`config.mk`:
```
export PLATFORM = sky130hd
export DESIGN_NAME = store_buffer_lsu
export DESIGN_NICKNAME = d
export VERILOG_FILES = /design/src/rtl/store_buffer_lsu.sv
export SDC_FILE = /design/constraint.sdc
export NUM_CORES = 1
export LEC_CHECK = 0
export ABC_AREA = 1
export ABC_CLOCK_PERIOD_IN_PS = 13700
export CAP_MARGIN = 20
export CELL_PAD_IN_SITES_DETAIL_PLACEMENT = 0
export CELL_PAD_IN_SITES_GLOBAL_PLACEMENT = 1
export CORE_MARGIN = 2
export CORE_UTILIZATION = 45
export CTS_CLUSTER_SIZE = 10
export DETAILED_ROUTE_END_ITERATION = 10
export PLACE_DENSITY_LB_ADDON = 0.2
export SLEW_MARGIN = 20
export SYNTH_ARGS = -nofsm -noshare
export SYNTH_HDL_FRONTEND = slang
export SYNTH_SLANG_ARGS = --single-unit
```
`constraint.sdc`:
```
create_clock -name clk -period 13.7 [get_ports clk]
set_input_delay 2.055 -clock clk [delete_from_list [all_inputs] [get_ports clk]]
set_output_delay 2.055 -clock clk [all_outputs]
set_load 0.03 [all_outputs]
```
`src/rtl/store_buffer_lsu.sv`:
```
`default_nettype none
// store_buffer_lsu: posted-store FIFO and load sequencer in front of the data cache.
// Optional store-to-load forwarding is enabled by defining STB_FWD_EN.  Rev 1.0
module store_buffer_lsu #(
   parameter int DEPTH = 4,
   parameter int AW    = 32,
   parameter int DW    = 32
) (
   input  logic                    clk,
   input  logic                    rst_n,
   input  logic                    i_req_valid,
   input  logic                    i_req_write,
   input  logic [AW-1:0]           i_req_addr,
   input  logic [1:0]              i_req_size,
   input  logic [DW-1:0]           i_req_wdata,
   output logic                    o_stall,
   output logic                    o_load_valid,
   output logic [DW-1:0]           o_load_data,
   output logic [$clog2(DEPTH):0]  o_occupancy,
   output logic                    o_dreq,
   output logic                    o_dwrite,
   output logic [AW-1:0]           o_daddr,
   output logic [1:0]              o_dsize,
   output logic [DW-1:0]           o_ddata,
   input  logic [DW-1:0]           i_rdata,
   input  logic                    i_dready_n,
   input  logic                    i_dbusy
);

   localparam int IW = $clog2(DEPTH);
   localparam int PW = IW + 1;

   typedef enum logic [1:0] {
      S_IDLE    = 2'd0,
      S_LD_REQ  = 2'd1,
      S_LD_WAIT = 2'd2,
      S_LD_DONE = 2'd3
   } state_t;

   state_t          r_state;
   state_t          w_state_nxt;

   logic [AW-1:0]   r_addr [DEPTH];
   logic [1:0]      r_size [DEPTH];
   logic [DW-1:0]   r_data [DEPTH];
   logic [PW-1:0]   r_wr_ptr;
   logic [PW-1:0]   r_rd_ptr;
   logic [DW-1:0]   r_load_data;

   logic [PW-1:0]   w_count;
   logic [IW-1:0]   w_head;
   logic            w_empty;
   logic            w_full;
   logic            w_req_store;
   logic            w_req_load;
   logic            w_push;
   logic            w_pop;
   logic            w_issue;
   logic            w_capture;
   logic            w_fwd_take;
   logic            w_fwd_hit;
   logic [DW-1:0]   w_fwd_data;

   assign w_count     = r_wr_ptr - r_rd_ptr;
   assign w_head      = r_rd_ptr[IW-1:0];
   assign w_empty     = (r_wr_ptr == r_rd_ptr);
   assign w_full      = (r_wr_ptr[PW-1] != r_rd_ptr[PW-1]) &&
                        (r_wr_ptr[IW-1:0] == r_rd_ptr[IW-1:0]);
   // Reset also masks the request so the pipeline sees no stall while rst_n is low.
   assign w_req_store = rst_n & i_req_valid & i_req_write;
   assign w_req_load  = rst_n & i_req_valid & ~i_req_write;
   assign w_push      = w_req_store & ~w_full;
   assign w_pop       = (r_state == S_IDLE) & ~w_empty & ~i_dbusy;

`ifdef STB_FWD_EN
   // Youngest full-word match wins; any byte/half store to the same word blocks forwarding.
   always_comb begin : p_fwd
      logic            v_match;
      logic            v_partial;
      logic [IW-1:0]   v_idx;
      v_match    = 1'b0;
      v_partial  = 1'b0;
      v_idx      = '0;
      w_fwd_data = '0;
      for (int k = 0; k < DEPTH; k++) begin
         v_idx = w_head + IW'(k);
         if ((PW'(k) < w_count) && (r_addr[v_idx][AW-1:2] == i_req_addr[AW-1:2])) begin
            if (r_size[v_idx] == 2'b10) begin
               v_match    = 1'b1;
               w_fwd_data = r_data[v_idx];
            end else begin
               v_partial  = 1'b1;
            end
         end
      end
      w_fwd_hit = v_match & ~v_partial & (i_req_size == 2'b10);
   end
`else
   assign w_fwd_hit  = 1'b0;
   assign w_fwd_data = '0;
`endif

   // A load whose older stores are all drained issues straight from IDLE,
   // so an empty buffer gives request-to-load_valid latency of two cycles.
   always_comb begin
      w_state_nxt = r_state;
      w_issue     = 1'b0;
      w_capture   = 1'b0;
      w_fwd_take  = 1'b0;
      case (r_state)
         S_IDLE: begin
            if (w_req_load) begin
               if (w_fwd_hit) begin
                  w_fwd_take  = 1'b1;
                  w_state_nxt = S_LD_DONE;
               end else if (w_empty) begin
                  w_issue     = 1'b1;
                  w_state_nxt = i_dbusy ? S_LD_REQ : S_LD_WAIT;
               end
            end
         end
         S_LD_REQ: begin
            w_issue = 1'b1;
            if (!i_dbusy) begin
               w_state_nxt = S_LD_WAIT;
            end
         end
         S_LD_WAIT: begin
            w_issue = 1'b1;
            if (!i_dready_n) begin
               w_capture   = 1'b1;
               w_state_nxt = S_LD_DONE;
            end
         end
         S_LD_DONE: begin
            w_state_nxt = S_IDLE;
         end
         default: begin
            w_state_nxt = S_IDLE;
         end
      endcase
   end

   // Drain and load issue are mutually exclusive: a load issues only with an empty buffer.
   always_comb begin
      o_dreq   = 1'b0;
      o_dwrite = 1'b0;
      o_daddr  = '0;
      o_dsize  = '0;
      o_ddata  = '0;
      if (w_pop) begin
         o_dreq   = 1'b1;
         o_dwrite = 1'b1;
         o_daddr  = r_addr[w_head];
         o_dsize  = r_size[w_head];
         o_ddata  = r_data[w_head];
      end else if (w_issue) begin
         o_dreq   = 1'b1;
         o_daddr  = i_req_addr;
         o_dsize  = i_req_size;
      end
   end

   assign o_stall      = (w_req_store & w_full) | (w_req_load & (r_state != S_LD_DONE));
   assign o_load_valid = (r_state == S_LD_DONE);
   assign o_load_data  = r_load_data;
   assign o_occupancy  = w_count;

   always_ff @(posedge clk or negedge rst_n) begin
      if (!rst_n) begin
         r_state     <= S_IDLE;
         r_wr_ptr    <= '0;
         r_rd_ptr    <= '0;
         r_load_data <= '0;
      end else begin
         r_state <= w_state_nxt;
         if (w_push) begin
            r_wr_ptr <= r_wr_ptr + PW'(1);
         end
         if (w_pop) begin
            r_rd_ptr <= r_rd_ptr + PW'(1);
         end
         if (w_capture) begin
            r_load_data <= i_rdata;
         end else if (w_fwd_take) begin
            r_load_data <= w_fwd_data;
         end
      end
   end

   always_ff @(posedge clk) begin
      if (w_push) begin
         r_addr[r_wr_ptr[IW-1:0]] <= i_req_addr;
         r_size[r_wr_ptr[IW-1:0]] <= i_req_size;
         r_data[r_wr_ptr[IW-1:0]] <= i_req_wdata;
      end
   end

endmodule
`default_nettype wire

```
==> out/results.ini <==
[critical_path]
r2r_start = r_rd_ptr[0]$_DFFE_PN0P_
crit_buf_inv = 3
crit_chain = clkdlybuf4s50_1, nor2_4, nand2_4, inv_4, nand2_1, nand2_1, clkdlybuf4s50_1
cp-end-kind = output port
crit_cells = 7
r2r_end = r_data[1][1]$_DFFE_PP_
worstPathArrival_ns = 5.26
path_class = input pin to output port
rrSetupSlack_ns = 10.24
setup.worst_path.start_class = input pin
reg2regPathDepth = 5
cp_max_fo = 37
critPathTopFamily = buffers and inverters
cpMaxStageDelayCell = nor2_4
critPathMaxStageDelay_ns = 0.80
worstPathRequired_ns = 11.64

[clock_tree]
cts_buffer_depth = 3
cts_num_sinks = 304
post_cts_buffers = 0
cts_made_buffers = 36
clk_pin_slew_ns = 0.06
ctsResizeCount = 0
cts_tree = yes
clockRootBuffer = clkbuf_16
cts_hold_buf = 0
clock_latency_ns = 0.49
htreeDepth = 2

[placed_design]
hpwl_um = 16800
io_buffer_count = 208
gp_congestion = 0.726

[synth]
netlist_area_um2 = 12700
ys_ff_latch = 304
synth_cell_types = 28
syn_area_per_cell_um2 = 12.1
ys_seq_area_frac = 0.704
syn-num-nets = 1166
netlist_instances = 1050
ys_warn_count = 0

[final_layout]
final_nets = 1361
diodes = 0
synthToLayoutAreaGrowth_pct = 26.7
layout-drive-gt1-share = 0.0814

[floorplanning]
die_area_um2 = 29500
core_um2 = 27800
die_y_um = 172
fp-row-count = 61
initial_core_util = 0.457
io_pins = 209
fp.dieW_um = 172

[global_route]
overflow = 0
grt_pass1_wl_um = 46300
first_global_vias = 8315
grtUsageMet2 = 0.339
met1_usage = 0.278
use_met3 = 0.0510
grt.total_usage = 0.206
top_usage_layer = met2
grt_antenna_before_repair = 0
grt_max_degree = 83

[power]
powerDensity_nw_per_um2 = 228
leakage_nw = 5.78
power_mw = 3.66
worst_ir_drop_vdd_uv = 135

[sta]
slew_viol_final = 0
period_share = 0.534
slew_headroom = 0.312
whs_ns = 0.502
fin_setup_tns_ns = 0
setup_violations = 0
worstMarginPinSlew_ns = 1.03
max_freq_mhz = 137
rsz0062_at_grt = no
final_hold_viol_count = 0
period_needed_ns = 7.32
fin_worst_skew_ns = 0.0117

[drt]
drc = 0
wl_per_cell_um = 18.2
detailroute.via_count = 8461
drt_wl_total_um = 29900
viasPerCell = 5.15
dr.pass1.iters = 5
drtAntennaViolNets = 0
drtIter0Drc = 633

[run]
max_cap_violations = 0

[min_path]
hold_depth = 1
holdCritStartpoint = o_load_data[23]$_DFFE_PN0P_
hp-class = register to register
whs_endpoint = o_load_data[23]$_DFFE_PN0P_

[run_status]
run_status = completed

==> metrics by stage <==
stage                     setup WS, ns  std cells   util  instance area (um2)
after floorplan                   8.04       1050      -                12700
after global placement            6.46       1582  0.539                15000
after detailed placement          6.37       1583  0.540                15000
after CTS                         6.37       1641  0.577                16000
after global routing              6.16       1643  0.579                16100
final                             6.38       1643  0.579                16100
==> cells in the mapped netlist (all sizes together) <==
cell	count	area, um2
nand4	2	12.5
o21ai	140	704
o22ai	34	213
edfxtp	264	7930
xor2	3	26.3
nand2	90	355
clkbuf	20	75.1
inv	59	224
nor2	205	777
mux2	32	360
nand3	36	193
fa	1	20.0
buf	44	309
dfrtp	40	1000
xnor2	1	8.76
clkinv	1	3.75
a21oi	67	335
ha	11	138
==> where the power goes <==
| part | switching [mW] | internal, mW | leakage, nW | total (mW) |
|---|---|---|---|---|
| clock network | 0.334 | 0.515 | 0.494 | 0.849 |
| registers | 0.0710 | 1.12 | 2.86 | 1.19 |
| logic | 1.04 | 0.579 | 2.43 | 1.62 |
==> per-layer routing <==
| layer | wire length [um] | part of all wire |
|---|---|---|
| met2 | 14000 | 0.47 |
| met1 | 13400 | 0.45 |
| met3 | 2130 | 0.071 |
| met5 | 0 | 0 |
| met4 | 422 | 0.014 |
==> worst max path at each step <==
stage | start | to
after floorplan | rst_n | r_addr[3][0]$_DFFE_PP_
after global placement | i_dbusy | o_dsize[1]
final | i_dbusy | o_dsize[1]
after CTS | i_dbusy | o_dsize[1]
after global routing | i_dbusy | o_daddr[20]
after detailed placement | i_dbusy | o_daddr[0]
==> final cells by class <==
cell class | count | area (um2)
Clock buffer | 57 | 1000
Clock inverter | 1 | 30.0
Fill cell | 2322 | 11700
Inverter | 60 | 230
Multi-Input combinational cell | 622 | 3170
Sequential cell | 304 | 8930
Tap cell | 378 | 473
Timing Repair Buffer | 221 | 2230
==> kinds of logic (layout without fill, tap and decap cells) <==
logic type,after synthesis,after routing,synth area share
AO/OA/AOI/OAI,241,241,0.0987
XOR/XNOR,4,4,0.00276
adder cells (fa/ha/maj),12,12,0.0124
buffers and inverters,124,339,0.0482
flip-flops,304,304,0.704
multiplexers,32,32,0.0284
AND/OR/NAND/NOR,333,333,0.105
==> flip-flops by register name, indices dropped and copies added, names as in the netlist <==
signal	cells
r_addr	128
r_data	128
o_load_data	32
r_size	8
r_rd_ptr	3
r_wr_ptr	3
r_state	2
==> layout by cell type, fill, tap and decap left out, drive strengths merged <==
master         synthesis  routed
buf                   44      14
clkdlybuf4s50          0     207
nand2                 90      90
o22ai                 34      34
o21ai                140     140
edfxtp               264     264
nand3                 36      36
nand4                  2       2
dfrtp                 40      40
xor2                   3       3
clkbuf                20      57
bufinv                 0       1
clkinv                 1       1
inv                   59      59
ha                    11      11
a21oi                 67      67
mux2                  32      32
nor2                 205     205
xnor2                  1       1
fa                     1       1
Note: power is estimated with default switching activity, not from simulation.
